`src/rtl/flash_reader.sv`:
```
// flash_reader: reads a burst of words from a 16-bit asynchronous NOR flash,
// holds the address and OE for a programmable access wait, and hands the
// words downstream over a valid/ready stream through a 2-entry prefetch FIFO.
// Optional build macro: FLASH_READER_BYTESWAP_EN (store each word byte-swapped).
module flash_reader #(
    parameter int unsigned WAIT_CYCLES = 3,
    parameter int unsigned ADDR_W      = 22,
    parameter int unsigned DATA_W      = 16
) (
    input  logic              clk,
    input  logic              reset,
    input  logic              start,
    input  logic [ADDR_W-1:0] start_addr,
    input  logic [ADDR_W-1:0] word_count,
    output logic              busy,
    output logic              done,
    input  logic [DATA_W-1:0] flash_d,
    output logic [ADDR_W-1:0] flash_addr,
    output logic              flash_cs,
    output logic              flash_oe,
    output logic [DATA_W-1:0] word_data,
    output logic              word_valid,
    input  logic              word_ready
);

    localparam int unsigned WAIT_W  = 4;
    localparam int unsigned COUNT_W = 2;
    localparam int unsigned HALF_W  = DATA_W / 2;

    typedef enum logic [2:0] {
        IDLE,
        ISSUE,
        WAIT,
        SAMPLE,
        HOLD,
        FINISH
    } state_t;

    state_t              state_q, state_d;
    logic [ADDR_W-1:0]   remaining_q, remaining_d;
    logic [WAIT_W-1:0]   wait_cnt_q, wait_cnt_d;
    logic [ADDR_W-1:0]   addr_d;
    logic                busy_d, done_d, cs_d, oe_d;
    logic [COUNT_W-1:0]  count_q;
    logic [DATA_W-1:0]   tail_q;
    logic                push_c;
    logic                pop_c;
    logic [DATA_W-1:0]   push_data_c;

    // Word as stored in the FIFO
`ifdef FLASH_READER_BYTESWAP_EN
    assign push_data_c = {flash_d[HALF_W-1:0], flash_d[DATA_W-1:HALF_W]};
`else
    assign push_data_c = flash_d;
`endif

    assign pop_c = word_valid && word_ready;

    // State, control outputs and burst bookkeeping registers
    always_ff @(posedge clk) begin
        if (reset) begin
            state_q     <= IDLE;
            remaining_q <= '0;
            wait_cnt_q  <= '0;
            flash_addr  <= '0;
            busy        <= 1'b0;
            done        <= 1'b0;
            flash_cs    <= 1'b1;
            flash_oe    <= 1'b1;
        end else begin
            state_q     <= state_d;
            remaining_q <= remaining_d;
            wait_cnt_q  <= wait_cnt_d;
            flash_addr  <= addr_d;
            busy        <= busy_d;
            done        <= done_d;
            flash_cs    <= cs_d;
            flash_oe    <= oe_d;
        end
    end

    // Next-state and next-output decode for the access sequencer
    always_comb begin
        state_d     = state_q;
        remaining_d = remaining_q;
        wait_cnt_d  = wait_cnt_q;
        addr_d      = flash_addr;
        busy_d      = busy;
        done_d      = 1'b0;
        cs_d        = flash_cs;
        oe_d        = flash_oe;
        push_c      = 1'b0;

        case (state_q)
            IDLE: begin
                cs_d = 1'b1;
                oe_d = 1'b1;
                // A start coinciding with the done pulse is not accepted
                if (start && !done) begin
                    addr_d      = start_addr;
                    remaining_d = word_count;
                    busy_d      = 1'b1;
                    if (word_count == '0) begin
                        state_d = FINISH;
                    end else begin
                        state_d = ISSUE;
                    end
                end
            end

            ISSUE, HOLD: begin
                if (count_q < COUNT_W'(2)) begin
                    cs_d = 1'b0;
                    oe_d = 1'b0;
                    // OE is low through WAIT and SAMPLE; the sample edge ends SAMPLE
                    if (WAIT_CYCLES <= 1) begin
                        state_d = SAMPLE;
                    end else begin
                        wait_cnt_d = WAIT_W'(WAIT_CYCLES - 1);
                        state_d    = WAIT;
                    end
                end else begin
                    cs_d    = 1'b1;
                    oe_d    = 1'b1;
                    state_d = HOLD;
                end
            end

            WAIT: begin
                wait_cnt_d = wait_cnt_q - WAIT_W'(1);
                if (wait_cnt_q <= WAIT_W'(1)) begin
                    state_d = SAMPLE;
                end
            end

            SAMPLE: begin
                push_c      = 1'b1;
                addr_d      = flash_addr + ADDR_W'(1);
                remaining_d = remaining_q - ADDR_W'(1);
                if (remaining_q == ADDR_W'(1)) begin
                    cs_d    = 1'b1;
                    oe_d    = 1'b1;
                    state_d = FINISH;
                end else begin
                    state_d = ISSUE;
                end
            end

            FINISH: begin
                cs_d = 1'b1;
                oe_d = 1'b1;
                if (count_q == '0) begin
                    done_d  = 1'b1;
                    busy_d  = 1'b0;
                    state_d = IDLE;
                end
            end

            default: begin
                state_d = IDLE;
            end
        endcase
    end

    // Two-entry prefetch FIFO: word_data is the head register, tail_q the second slot
    always_ff @(posedge clk) begin
        if (reset) begin
            count_q    <= '0;
            tail_q     <= '0;
            word_data  <= '0;
            word_valid <= 1'b0;
        end else begin
            case ({push_c, pop_c})
                2'b10: begin
                    if (count_q == '0) begin
                        word_data <= push_data_c;
                    end else begin
                        tail_q <= push_data_c;
                    end
                    count_q    <= count_q + COUNT_W'(1);
                    word_valid <= 1'b1;
                end
                2'b01: begin
                    if (count_q == COUNT_W'(2)) begin
                        word_data <= tail_q;
                    end
                    count_q    <= count_q - COUNT_W'(1);
                    word_valid <= (count_q == COUNT_W'(2));
                end
                2'b11: begin
                    // Push only happens with one entry buffered, so the new word becomes head
                    word_data <= push_data_c;
                end
                default: begin
                end
            endcase
        end
    end

endmodule

```
`config.mk`:
```
export PLATFORM = sky130hd
export DESIGN_NAME = flash_reader
export DESIGN_NICKNAME = d
export VERILOG_FILES = /design/src/rtl/flash_reader.sv
export SDC_FILE = /design/constraint.sdc
export NUM_CORES = 1
export LEC_CHECK = 0
export ABC_CLOCK_PERIOD_IN_PS = 7100
export BUFFER_PORTS_ARGS = -buffer_cell sky130_fd_sc_hd__buf_2
export CAP_MARGIN = 15
export CORE_ASPECT_RATIO = 1.25
export CORE_MARGIN = 2
export CORE_UTILIZATION = 58
export DETAILED_ROUTE_END_ITERATION = 8
export GPL_ROUTABILITY_DRIVEN = 1
export PLACE_DENSITY = 0.85
export SLEW_MARGIN = 30
export SYNTH_ARGS = -nofsm -noshare
export SYNTH_HDL_FRONTEND = slang
export SYNTH_SLANG_ARGS = --single-unit
```
`constraint.sdc`:
```
create_clock -name clk -period 7.1 [get_ports clk]
set_input_delay 1.775 -clock clk [delete_from_list [all_inputs] [get_ports clk]]
set_output_delay 1.775 -clock clk [all_outputs]
set_load 0.05 [all_outputs]
```
* Word-level counts from Yosys, hierarchy flattened
Index checks and enable logic that the tools add are counted.
Word-level totals: logic and storage cells 85, input bits 64, bits in registers 89
Cells by class: $add $sub $neg 5, equality and inequality tests 17, $lt $le $gt $ge 2, bitwise operators 2, muxes and demuxes 26, reduce and logical (&&, ||, !) cells 22
Operators by type and width (count):
- $pmux W22 S2 | 2
- $pmux W16 S3 | 1
- $mux W22 | 2
- $mux W16 | 2
- $add A22 B1 Y22 const B | 1
- $eq A22 B1 Y1 const B | 1
- $logic_not A22 Y1 | 1
- $sub A22 B1 Y22 const B | 1
- $mux W3 | 6
- $pmux W3 S5 | 1
- $ne A2 B2 Y1 const B | 7
- $reduce_and A3 Y1 | 3
- $pmux W4 S2 | 1
- $reduce_and A2 Y1 | 4
- $reduce_bool A2 Y1 | 4
- $eq A2 B2 Y1 const B | 3
- $eq A3 B2 Y1 const B | 2
- $eq A3 B3 Y1 const B | 2
- $mux W1 | 6
- $reduce_bool A3 Y1 | 2
- $reduce_or A2 Y1 | 3
- $le A4 B1 Y1 const B | 1
- $mux W4 | 1
- $pmux W1 S2 | 2
- 13 further kinds | 15

* Longest topological paths before layout
depth in word-level cells 5, depth in mapped cells 12, gate-level depth less buffers 7

* Worst setup path before layout
No wires, ideal clock.
kind input -> register, from in word_ready, to reg word_data[10], data required time 7.029 ns, arrival time 3.334 ns, path buffers 2, slack 3.695 ns, cell stages on the path 8, cell sequence nand2_1 -> inv_1 -> ha_1 -> clkbuf_1 -> buf_2 -> mux2i_1 -> or3_1 -> a21oi_1
On the way: cells in the longest elaborated chain, start to end 4, elaborated cells between the ends (all ways) 9, those cells by class eq/ne: 5; mux: 1; reduce/logical: 3
Ends and longest elaborated chain:
- from (decl) | line 23 | input logic word_ready
- $logic_and A1 B1 Y1 * | line 57 | assign pop_c = word_valid && word_ready;
- $eq A2 B1 Y1 / $eq A2 B2 Y1 (equally long branches) | line 173 | case ({push_c, pop_c})
- $ne A2 B2 Y1 (no source line) / $reduce_bool A3 Y1 (equally long branches)
- $reduce_and A3 Y1 (no source line)
- to (signal assigned) | line 176 | word_data <= push_data_c;
- to (signal assigned) | line 185 | word_data <= tail_q;
- to (signal assigned) | line 192 | word_data <= push_data_c;
- to (decl) | line 21 | output logic [DATA_W-1:0] word_data,
Mark *: on every way between the ends. The rest lies on a longest branch, timed or not. A chain may end at the register's enable or synchronous reset.

* Worst setup path in the final report
from in word_ready, to reg word_data[12]
The elaborated chain is that of the path after synthesis.

==> metrics.csv <==
stage;metric;value;unit
floorplanning;design.core.area;0.00779;mm²
synthesis;synth_nets;642;
floorplanning;initial_core_util;59.7;%
synthesis;syn_area;0.00465;mm²
synthesis;synth_common_cells;dfxtp_1, nand2_1, a21oi_1, clkbuf_1, or3_1;
outcome;status;finished clean;
timing;fmax;282;MHz
worst_setup_path;critical_path_class;in -> reg;
synthesis;yosys.cell_types.count;59;
clock_tree;h-tree-depth;3;
timing;rsz0062_at_grt;no;
placed_design;pre_cts_slack;2.86;ns
worst_setup_path;cp.required;7.40;ns
detailed_routing;drc_errors;0;
timing;drv_slew;0;
synthesis;yosys.cell_count.top_type;dfxtp_1;
global_route;antenna_found_initial;0;
global_route;grt_max_degree;52;
timing;postLayoutSetupSlackWorst;3.56;ns
floorplanning;die_area;0.00876;mm²
global_route;grt_pass1_wl;20.5;mm
timing;finalCritPeriodShare;49.9;%
synthesis;seq_area_frac_synth;38.3;%
hold_path;hold_path_class;reg -> reg;
synthesis;synth_area_leader_cell;dfxtp_1;
cells_and_area;fillers;654;
placed_design;post_dp_cell_area;0.00515;mm²
timing;fin_skew;0.00681;ns
placed_design;hpwl;8.61;mm
detailed_routing;dr.first_iter.drc_count;388;
clock_tree;cts_buffers;9;
detailed_routing;avgViaCountPerCell;6.39;
power_and_ir_drop;power;1.23;mW
cells_and_area;layoutNonFillerInstCount;745;
cells_and_area;final_area;0.00534;mm²
synthesis;synth-async-reset-ratio;0;%
synthesis;yosys_warnings;0;
global_route;globalRouteOverflowTotal;0;
clock_tree;post_cts_resized;0;
timing;hold_viol_final;0;
power_and_ir_drop;ir_drop;0.131;mV
detailed_routing;wl_per_cell;16.5;µm
clock_tree;hold_buffers;0;
worst_setup_path;cp-end-kind;register;
cells_and_area;seq_area;0.00178;mm²
detailed_routing;drt_wl_total;12.3;mm
floorplanning;die_w;84.1;µm
cells_and_area;final_util;68.5;%
synthesis;synth-edff-count;0;
synthesis;avgSynthCellArea;8.17;µm²
worst_setup_path;critPathMaxFanout;32;
clock_tree;clock_sinks;89;
timing;hold_slack;0.457;ns
cells_and_area;area_growth;14.7;%
timing;slew_headroom;34.6;%
timing;fin_tns_setup;0;ns
synthesis;synth_top_area_share;38.3;%
floorplanning;die_h;104;µm
detailed_routing;num_vias;4761;
timing;period_minus_slack;3.54;ns
placed_design;port_buffers;106;
synthesis;synth_cells;570;
cells_and_area;finalNetCount;718;
placed_design;gp_congestion;0.877;
detailed_routing;firstDrtPassIters;5;
clock_tree;cts_root_buffer;clkbuf_8;
synthesis;synth-seq-cells;89;
worst_setup_path;crit_arrival;3.85;ns
floorplanning;io-pin-count;107;
cells_and_area;multiInputGateArea;0.00266;mm²
power_and_ir_drop;power_leakage;2.01;nW
clock_tree;clock_latency;0.37;ns
clock_tree;post-cts-setup-buffer-count;0;
clock_tree;clockBufferDepth;2;
clock_tree;clk_pin_slew;0.09;ns
detailed_routing;detail-route-antenna-nets;0;
cells_and_area;final_layout_size_suffix_gt1_share;21.2;%
timing;worst_slew_pin_slew;0.973;ns
synthesis;synth_area_leaders;dfxtp_1, a21oi_1, nand2_1, or3_1, mux2i_1;
worst_setup_path;critPathLaunchType;input port;
floorplanning;num_rows;36;
clock_tree;cts_tree;done;
global_route;grt_pass1_vias;4460;
power_and_ir_drop;p_per_area;231;mW/mm²
placed_design;place_inst;730;
global_route;grt_usage;27.9;%
synthesis;synth_ff_type;dfxtp_1;
cells_and_area;num_antenna_cells;0;
timing;setup_violations;0;
run;drv_cap;0;
## layer usage
| layer | GRT usage, % | vias up | share of wire (%) |
|---|---|---|---|
| met1 | 34.2 | 2251 | 42 |
| met3 | 6.51 | 22 | 7.0 |
| met5 | 0 | - | 0 |
| met4 | 10.7 | 0 | 2.2 |
| li1 | - | 2305 | - |
| met2 | 47.3 | 183 | 49 |
## power breakdown
group,leakage (nW),total (mW),internal [mW],switching [mW]
Combinational,1.20,0.322,0.105,0.218
Sequential,0.727,0.585,0.537,0.0479
Clock,0.0902,0.325,0.138,0.187
Total,2.01,1.23,0.780,0.453
## state kept, by name, indices dropped and copies added, names as in the netlist
register and cells:
busy 1, count_q 2, done 1, flash_addr 22
flash_oe 1, remaining_q 22, state_q 3, tail_q 16
wait_cnt_q 4, word_data 16, word_valid 1
## cells in the final DEF (no fill, tap or decap), types with 17 or more instances in the layout
master,synthesis,routed
or4_1,18,18
o21ai_0,24,24
or3_1,33,33
a31oi_1,24,24
nor2_1,31,30
a21oi_1,53,53
nand2_1,64,64
mux2i_1,17,17
dfxtp_1,89,89
buf_2,5,105
nand3_1,17,17
## worst max-delay path, stage by stage
cell	delay, ns
buf_2	0.08
nand2_1	0.08
inv_1	0.07
ha_2	0.54
mux2_2	0.26
o22a_1	0.65
o21ai_0	0.22
a21oi_1	0.17
## kinds of logic after synthesis
| kind of cell | share of synthesized area, % |
|---|---|
| AO/OA/AOI/OAI | 23.4 |
| flip-flops | 38.3 |
| buffers and inverters | 4.73 |
| AND/OR/NAND/NOR | 26.2 |
| adder cells (fa/ha/maj) | 2.15 |
| multiplexers | 3.90 |
| XOR/XNOR | 1.32 |
## final cells by class
cell class              instances  share of cell area (%)
clock buffers                  10                    2.58
clock inverters                 5                   0.773
inverters                      11                   0.773
multi-input cells             426                    49.9
flip-flops and latches         89                    33.4
well taps                      95                    2.23
repair buffers                109                    10.4
## worst paths after layout
| path | from | end | slack [ns] | depth (start not counted) |
|---|---|---|---|---|
| max | word_ready | word_data[12]$_SDFFE_PP0P_ | 3.56 | 8 |
| min | tail_q[1]$_SDFFE_PP0P_ | tail_q[1]$_SDFFE_PP0P_ | 0.46 | 2 |
| max reg2reg | state_q[1]$_SDFFE_PP0P_ | word_data[12]$_SDFFE_PP0P_ | 3.76 | 7 |
| min reg2reg | tail_q[1]$_SDFFE_PP0P_ | tail_q[1]$_SDFFE_PP0P_ | 0.46 | 2 |
Note: power is estimated with default switching activity, not from simulation.
